==> src/rtl/vrf_bank_arbiter.sv <==
// Per-bank request arbiter for the lane vector register file.
// Each bank independently grants one read or write per cycle. Writes win by
// default. A per-bank write-streak counter hands the bank to a waiting read
// after MaxWriteStreak consecutive writes. Read data returns one cycle after
// the grant through a registered (valid, bank) record kept for each read port.
module vrf_bank_arbiter #(
   parameter int unsigned NrBank         = 4,
   parameter int unsigned NrReadPort     = 4,
   parameter int unsigned NrWritePort    = 2,
   parameter int unsigned AddrWidth      = 6,
   parameter int unsigned DataWidth      = 64,
   parameter int unsigned MaxWriteStreak = 3,
   parameter int unsigned BankW          = $clog2(NrBank)
) (
   input  logic                                 clk_i,
   input  logic                                 rst_ni,
   input  logic [NrReadPort-1:0]                rd_valid_i,
   output logic [NrReadPort-1:0]                rd_ready_o,
   input  logic [NrReadPort*BankW-1:0]          rd_bank_i,
   input  logic [NrReadPort*AddrWidth-1:0]      rd_addr_i,
   output logic [NrReadPort-1:0]                rd_resp_valid_o,
   output logic [NrReadPort*DataWidth-1:0]      rd_resp_data_o,
   input  logic [NrWritePort-1:0]               wr_valid_i,
   output logic [NrWritePort-1:0]               wr_ready_o,
   input  logic [NrWritePort*BankW-1:0]         wr_bank_i,
   input  logic [NrWritePort*AddrWidth-1:0]     wr_addr_i,
   input  logic [NrWritePort*DataWidth-1:0]     wr_data_i,
   input  logic [NrWritePort*(DataWidth/8)-1:0] wr_strb_i,
   output logic [NrBank-1:0]                    bank_req_o,
   output logic [NrBank*AddrWidth-1:0]          bank_addr_o,
   output logic [NrBank-1:0]                    bank_wen_o,
   output logic [NrBank*DataWidth-1:0]          bank_wdata_o,
   output logic [NrBank*(DataWidth/8)-1:0]      bank_wstrb_o,
   input  logic [NrBank*DataWidth-1:0]          bank_rdata_i
);

   localparam int unsigned StrbW   = DataWidth / 8;
   localparam int unsigned RdPtrW  = (NrReadPort > 1) ? $clog2(NrReadPort) : 1;
   localparam int unsigned WrPtrW  = (NrWritePort > 1) ? $clog2(NrWritePort) : 1;
   localparam int unsigned StreakW = $clog2(MaxWriteStreak + 1);

   logic [NrReadPort-1:0]  rd_hit [NrBank];
   logic [NrWritePort-1:0] wr_hit [NrBank];

   logic [RdPtrW-1:0]  rd_ptr_q [NrBank];
   logic [RdPtrW-1:0]  rd_ptr_d [NrBank];
   logic [WrPtrW-1:0]  wr_ptr_q [NrBank];
   logic [WrPtrW-1:0]  wr_ptr_d [NrBank];
   logic [StreakW-1:0] streak_q [NrBank];
   logic [StreakW-1:0] streak_d [NrBank];

   logic [NrBank-1:0] rd_found, wr_found, read_win, write_win;
   logic [RdPtrW-1:0] rd_idx [NrBank];
   logic [WrPtrW-1:0] wr_idx [NrBank];

   logic [NrReadPort-1:0] resp_valid_q;
   logic [BankW-1:0]      resp_bank_q [NrReadPort];

   // Decode which requesters target each bank
   always_comb begin
      for (int unsigned b = 0; b < NrBank; b++) begin
         rd_hit[b] = '0;
         wr_hit[b] = '0;
         for (int unsigned p = 0; p < NrReadPort; p++)
            rd_hit[b][p] = rd_valid_i[p] && (rd_bank_i[p*BankW +: BankW] == BankW'(b));
         for (int unsigned p = 0; p < NrWritePort; p++)
            wr_hit[b][p] = wr_valid_i[p] && (wr_bank_i[p*BankW +: BankW] == BankW'(b));
      end
   end

   // Per-bank round-robin pick, write/read priority and bank drive
   always_comb begin
      logic [RdPtrW-1:0] ri;
      logic [WrPtrW-1:0] wi;
      ri           = '0;
      wi           = '0;
      rd_ready_o   = '0;
      wr_ready_o   = '0;
      bank_req_o   = '0;
      bank_wen_o   = '0;
      bank_addr_o  = '0;
      bank_wdata_o = '0;
      bank_wstrb_o = '0;
      for (int unsigned b = 0; b < NrBank; b++) begin
         rd_found[b] = 1'b0;
         rd_idx[b]   = '0;
         wr_found[b] = 1'b0;
         wr_idx[b]   = '0;
         for (int unsigned k = 0; k < NrReadPort; k++) begin
            ri = RdPtrW'((32'(rd_ptr_q[b]) + k) % NrReadPort);
            if (!rd_found[b] && rd_hit[b][ri]) begin
               rd_found[b] = 1'b1;
               rd_idx[b]   = ri;
            end
         end
         for (int unsigned k = 0; k < NrWritePort; k++) begin
            wi = WrPtrW'((32'(wr_ptr_q[b]) + k) % NrWritePort);
            if (!wr_found[b] && wr_hit[b][wi]) begin
               wr_found[b] = 1'b1;
               wr_idx[b]   = wi;
            end
         end
         // Grants are suppressed while reset is held
         read_win[b]  = rst_ni && rd_found[b] &&
                        (!wr_found[b] || (streak_q[b] == StreakW'(MaxWriteStreak)));
         write_win[b] = rst_ni && wr_found[b] && !read_win[b];
         if (read_win[b]) begin
            rd_ready_o[rd_idx[b]]                  = 1'b1;
            bank_req_o[b]                          = 1'b1;
            bank_addr_o[b*AddrWidth +: AddrWidth]  = rd_addr_i[rd_idx[b]*AddrWidth +: AddrWidth];
         end else if (write_win[b]) begin
            wr_ready_o[wr_idx[b]]                  = 1'b1;
            bank_req_o[b]                          = 1'b1;
            bank_wen_o[b]                          = 1'b1;
            bank_addr_o[b*AddrWidth +: AddrWidth]  = wr_addr_i[wr_idx[b]*AddrWidth +: AddrWidth];
            bank_wdata_o[b*DataWidth +: DataWidth] = wr_data_i[wr_idx[b]*DataWidth +: DataWidth];
            bank_wstrb_o[b*StrbW +: StrbW]         = wr_strb_i[wr_idx[b]*StrbW +: StrbW];
         end
      end
   end

   // Next pointers and write-streak counters
   always_comb begin
      for (int unsigned b = 0; b < NrBank; b++) begin
         rd_ptr_d[b] = rd_ptr_q[b];
         wr_ptr_d[b] = wr_ptr_q[b];
         streak_d[b] = streak_q[b];
         if (read_win[b])
            rd_ptr_d[b] = (rd_idx[b] == RdPtrW'(NrReadPort - 1)) ? '0 : rd_idx[b] + 1'b1;
         if (write_win[b])
            wr_ptr_d[b] = (wr_idx[b] == WrPtrW'(NrWritePort - 1)) ? '0 : wr_idx[b] + 1'b1;
         if (read_win[b] || !rd_found[b])
            streak_d[b] = '0;
         else if (write_win[b] && (streak_q[b] != StreakW'(MaxWriteStreak)))
            streak_d[b] = streak_q[b] + 1'b1;
      end
   end

   // Arbitration state registers
   always_ff @(posedge clk_i or negedge rst_ni) begin
      if (!rst_ni) begin
         for (int unsigned b = 0; b < NrBank; b++) begin
            rd_ptr_q[b] <= '0;
            wr_ptr_q[b] <= '0;
            streak_q[b] <= '0;
         end
      end else begin
         for (int unsigned b = 0; b < NrBank; b++) begin
            rd_ptr_q[b] <= rd_ptr_d[b];
            wr_ptr_q[b] <= wr_ptr_d[b];
            streak_q[b] <= streak_d[b];
         end
      end
   end

   // Capture each read grant's bank for the next-cycle response
   always_ff @(posedge clk_i or negedge rst_ni) begin
      if (!rst_ni) begin
         resp_valid_q <= '0;
         for (int unsigned p = 0; p < NrReadPort; p++)
            resp_bank_q[p] <= '0;
      end else begin
         resp_valid_q <= rd_ready_o;
         for (int unsigned p = 0; p < NrReadPort; p++)
            if (rd_ready_o[p])
               resp_bank_q[p] <= rd_bank_i[p*BankW +: BankW];
      end
   end

   // Route bank read data back to the issuing read port
   always_comb begin
      rd_resp_valid_o = resp_valid_q;
      rd_resp_data_o  = '0;
      for (int unsigned p = 0; p < NrReadPort; p++)
         if (resp_valid_q[p])
            rd_resp_data_o[p*DataWidth +: DataWidth] =
               bank_rdata_i[resp_bank_q[p]*DataWidth +: DataWidth];
   end

endmodule

==> config.mk <==
export PLATFORM = sky130hd
export DESIGN_NAME = vrf_bank_arbiter
export DESIGN_NICKNAME = d
export VERILOG_FILES = /design/src/rtl/vrf_bank_arbiter.sv
export SDC_FILE = /design/constraint.sdc
export NUM_CORES = 1
export LEC_CHECK = 0
export BUFFER_PORTS_ARGS = -buffer_cell sky130_fd_sc_hd__buf_2
export CAP_MARGIN = 15
export CORE_AREA = 10 10 399 401
export DETAILED_ROUTE_END_ITERATION = 10
export DIE_AREA = 0 0 409 411
export HOLD_SLACK_MARGIN = 0.1
export SETUP_SLACK_MARGIN = 0.15
export SLEW_MARGIN = 20
export SYNTH_ARGS = -nofsm -noshare
export SYNTH_HDL_FRONTEND = slang
export SYNTH_SLANG_ARGS = --single-unit
==> constraint.sdc <==
create_clock -name clk_i -period 7.4 [get_ports clk_i]
set_clock_uncertainty 0.1 [all_clocks]
set_input_delay 0.74 -clock clk_i [delete_from_list [all_inputs] [get_ports clk_i]]
set_output_delay 0.74 -clock clk_i [all_outputs]
set_load 0.05 [all_outputs]
==> summary.md <==
| Metric | Value |
|---|---|
| Vias in the first global route | 19800 |
| Min Clock Period, post-route | 4.63 ns |
| Data arrival, critical path | 3.79 ns |
| Most instantiated library cell after synthesis | nand2_1 |
| Synth Warn # | 0 |
| Relative slew slack | between 20 and 30% |
| TritonRoute pass-1 iters | 8 |
| Reg2Reg Depth | 8 |
| Die height | between 400 and 500 um |
| Gr ovfl total | 0 |
| DR top layer | met5 |
| Synth Instances | between 1500 and 2000 |
| Clk Latency, worst-skew pair | 0.29 ns |
| FMAX | between 200 and 250 MHz |
| Critical Path Sink Type | output pin |
| Post-synth cell types | 72 |
| Crit-path cells | buf_2, nor3b_2, o21bai_1, nand3_1, and3_4, buf_4, a22o_1, buf_2 |
| Synth Register Bits | 32 |
| Post-Place Cell Area | 0.0222 mm^2 |
| H-tree depth | 2 |
| Seq/Total Area, Yosys | 5.29% |
| Synth async-reset ratio | 100% |
| RSZ-0062 raised after global routing | false |
| Final Hold Vio Count | 0 |
| Ratio of cells with drive above 1 in the final layout | between 50 and 60% |
| CTS Sinks | 32 |
| PortBufs | 1041 |
| Final setup fails | 0 |
| Vias/cell | approximately 4.4 |
| Row count | 143 |
| Full die area | ~0.17 mm^2 |
| CTS tree | built |
| Final TNS setup | 0 ns |
| Max VDD drop | around 0.00015 V |
| DRT met1 WL | 56000 um |
| Root Buffer | clkbuf_16 |
| Metal3 WL | 15400 um |
| DRC violations left | 0 |
| Leading area contributor after synthesis | mux4_2 |
| Number of flops mapped to enable cells by yosys | 0 |
| P&R area growth vs syn | 48.3% |
| Syn avg cell area | slightly below 9 um^2 |
| Initial antenna violation count | 98 |
| Crit-path slowest cell | buf_4 |
| Top FF cell, synth | dfrtp_1 |
| I/O pins | around 1000 |
| Critical path startpoint category | input port |
| Cell Pwr Density | approximately 210 mW/mm^2 |
| Crit Path Class | in2out |
| Post-DP HPWL | around 130000 um |
| Design area | 0.0225 mm^2 |
| Met2 wire len | between 70000 and 80000 um |
| Dominant cells by area after synthesis | mux4_2 38%, and2_1 11%, a22o_1 9.1%, nand2_1 8.0%, a21oi_1 5.3% |
| Routed wire per std cell | about 32 um |
| Vias | 20400 |
| Core area | approximately 0.15 mm^2 |
| WL final | approximately 150000 um |
| Outcome | finished, final reports clean |
| Maxcap violations | 0 |
| Antenna-violating nets left | 0 |
| Num CTS Buffers | 5 |
| Pleak | roughly 0.010 uW |
| Post-layout util | about 15% |
| Critical Path RT | 6.56 ns |
| CP dominant cell by count | buf_2 |
| Synth cell count leaders | 322 x nand2_1, 260 x and2_1, 257 x mux4_2 |
| Initial drt markers | 2364 |
| Total track usage | 16.5% |
| GPL Wtd Cong | 0.966 |
| Synth Net Count | between 2000 and 2500 |
| Final #Nets | between 3000 and 4000 |
| Hold buffer count at CTS | 0 |
| Crit path max fanout | between 50 and 60 |
| Slew Viols, Final | 0 |
| Die Width | approximately 410 um |
| Slowest stage delay, CP | between 0.5 and 0.6 ns |
| Final Power | 4800 uW |
| Slew @ Worst Pin | approximately 1.1 ns |
| First-pass GRT wire length | ~190000 um |
| Clock Path Buffers | 2 |
| Synth top area share | approximately two fifths |
| Final Cycle Share | between 60% and 70% |
| Min-delay worst type | in2async |
| Pin count of the biggest net entering global routing | 79 |
| Setup Buffers After CTS | 0 |
| Resized cells post-CTS | 0 |
| Post-Syn Area | 0.0151 mm^2 |
| Clock-pin slew on the worst setup and hold paths | ~0.060 ns |
| Effective utilization at floorplan | 10.0% |
==> where the power goes <==
part	switching (uW)	leakage [uW]	internal, uW
clock network	84.3	0.0000714	134
logic	2360	0.0100	1610
registers	385	0.000382	224
==> worst max-delay path, delay by kind of cell <==
kind | cells | cell delay (ns)
simple gates | 3 | 1.38
buf+inv | 3 | 0.99
compound gates | 2 | 0.53
==> final timing paths <==
kind / start / endpoint / slack (ns)
setup / recovery: wr_bank_i[3] / bank_wstrb_o[0] / 2.77
hold / removal: rst_ni / streak_q[0]$_DFFE_PN0P_ / 0.21
setup reg to reg: rd_ptr_q[7]$_DFFE_PN0N_ / resp_bank_q[6]$_DFFE_PN0P_ / 4.24
hold reg to reg: wr_ptr_q[2]$_DFFE_PN0N_ / wr_ptr_q[2]$_DFFE_PN0N_ / 0.42
max in group asynchronous: rst_ni / resp_bank_q[5]$_DFFE_PN0P_ / 5.96
min in group clk_i: wr_ptr_q[2]$_DFFE_PN0N_ / wr_ptr_q[2]$_DFFE_PN0N_ / 0.42
==> logic make-up after synthesis <==
| logic type | after synthesis | share of synthesized area [%] |
|---|---|---|
| AO/OA/AOI/OAI | 421 | 20.0 |
| AND/OR/NAND/NOR | 687 | 23.6 |
| buffers and inverters | 215 | 7.07 |
| flip-flops | 32 | 5.29 |
| adder cells (fa/ha/maj) | 20 | 1.65 |
| multiplexers | 316 | 42.4 |
==> placed cells by master, fill, tap and decap left out, drive strengths merged, types with 6 or more instances in the layout <==
cell and count:
and2 261, diode 30, o21ai 13, and3 11
mux4 257, a21oi 163, buf 1066, dfrtp 32
ha 20, inv 28, a211o 6, o31ai 6
nor2 15, a2111oi 8, clkbuf 8, nand3 9
nand3b 11, mux2i 30, nand2 322, mux2 29
a211oi 15, nand4 21, a31oi 9, and3b 7
nor3 8, o221ai 12, a22o 157
==> sequential cells by signal (all words and copies together) (netlist names) <==
name and count:
streak_q 8, rd_resp_valid_o 4, resp_bank_q 8, rd_ptr_q 8, wr_ptr_q 4
==> layer usage <==
| layer | global-route usage, % | up-vias |
|---|---|---|
| met5 | 0 | - |
| met4 | 2.87 | 46 |
| met3 | 5.51 | 238 |
| met2 | 28.8 | 1493 |
| met1 | 19.7 | 10200 |
| li1 | - | 8328 |
==> cell type report <==
type / count / area, um^2
antenna: 30 / 75.1
clock buffer: 8 / 146
fill: 17300 / 129000
inverter: 30 / 113
multi-input combinational: 1444 / 13300
sequential: 32 / 838
tap: 2030 / 2540
timing repair buffer: 1066 / 5410
==> stage by stage <==
stage / worst slack, ns / hold slack [ns] / instances
final: 2.77 / 0.212 / 4640
after global routing: 2.63 / 0.217 / 4615
after CTS: 2.79 / 0.212 / 4610
after detailed placement: 2.80 / 0.416 / 4602
after global placement: 2.91 / 0.402 / 4602
after floorplan: 3.37 / 0.344 / 1691
(Power assumes the default switching activity.)
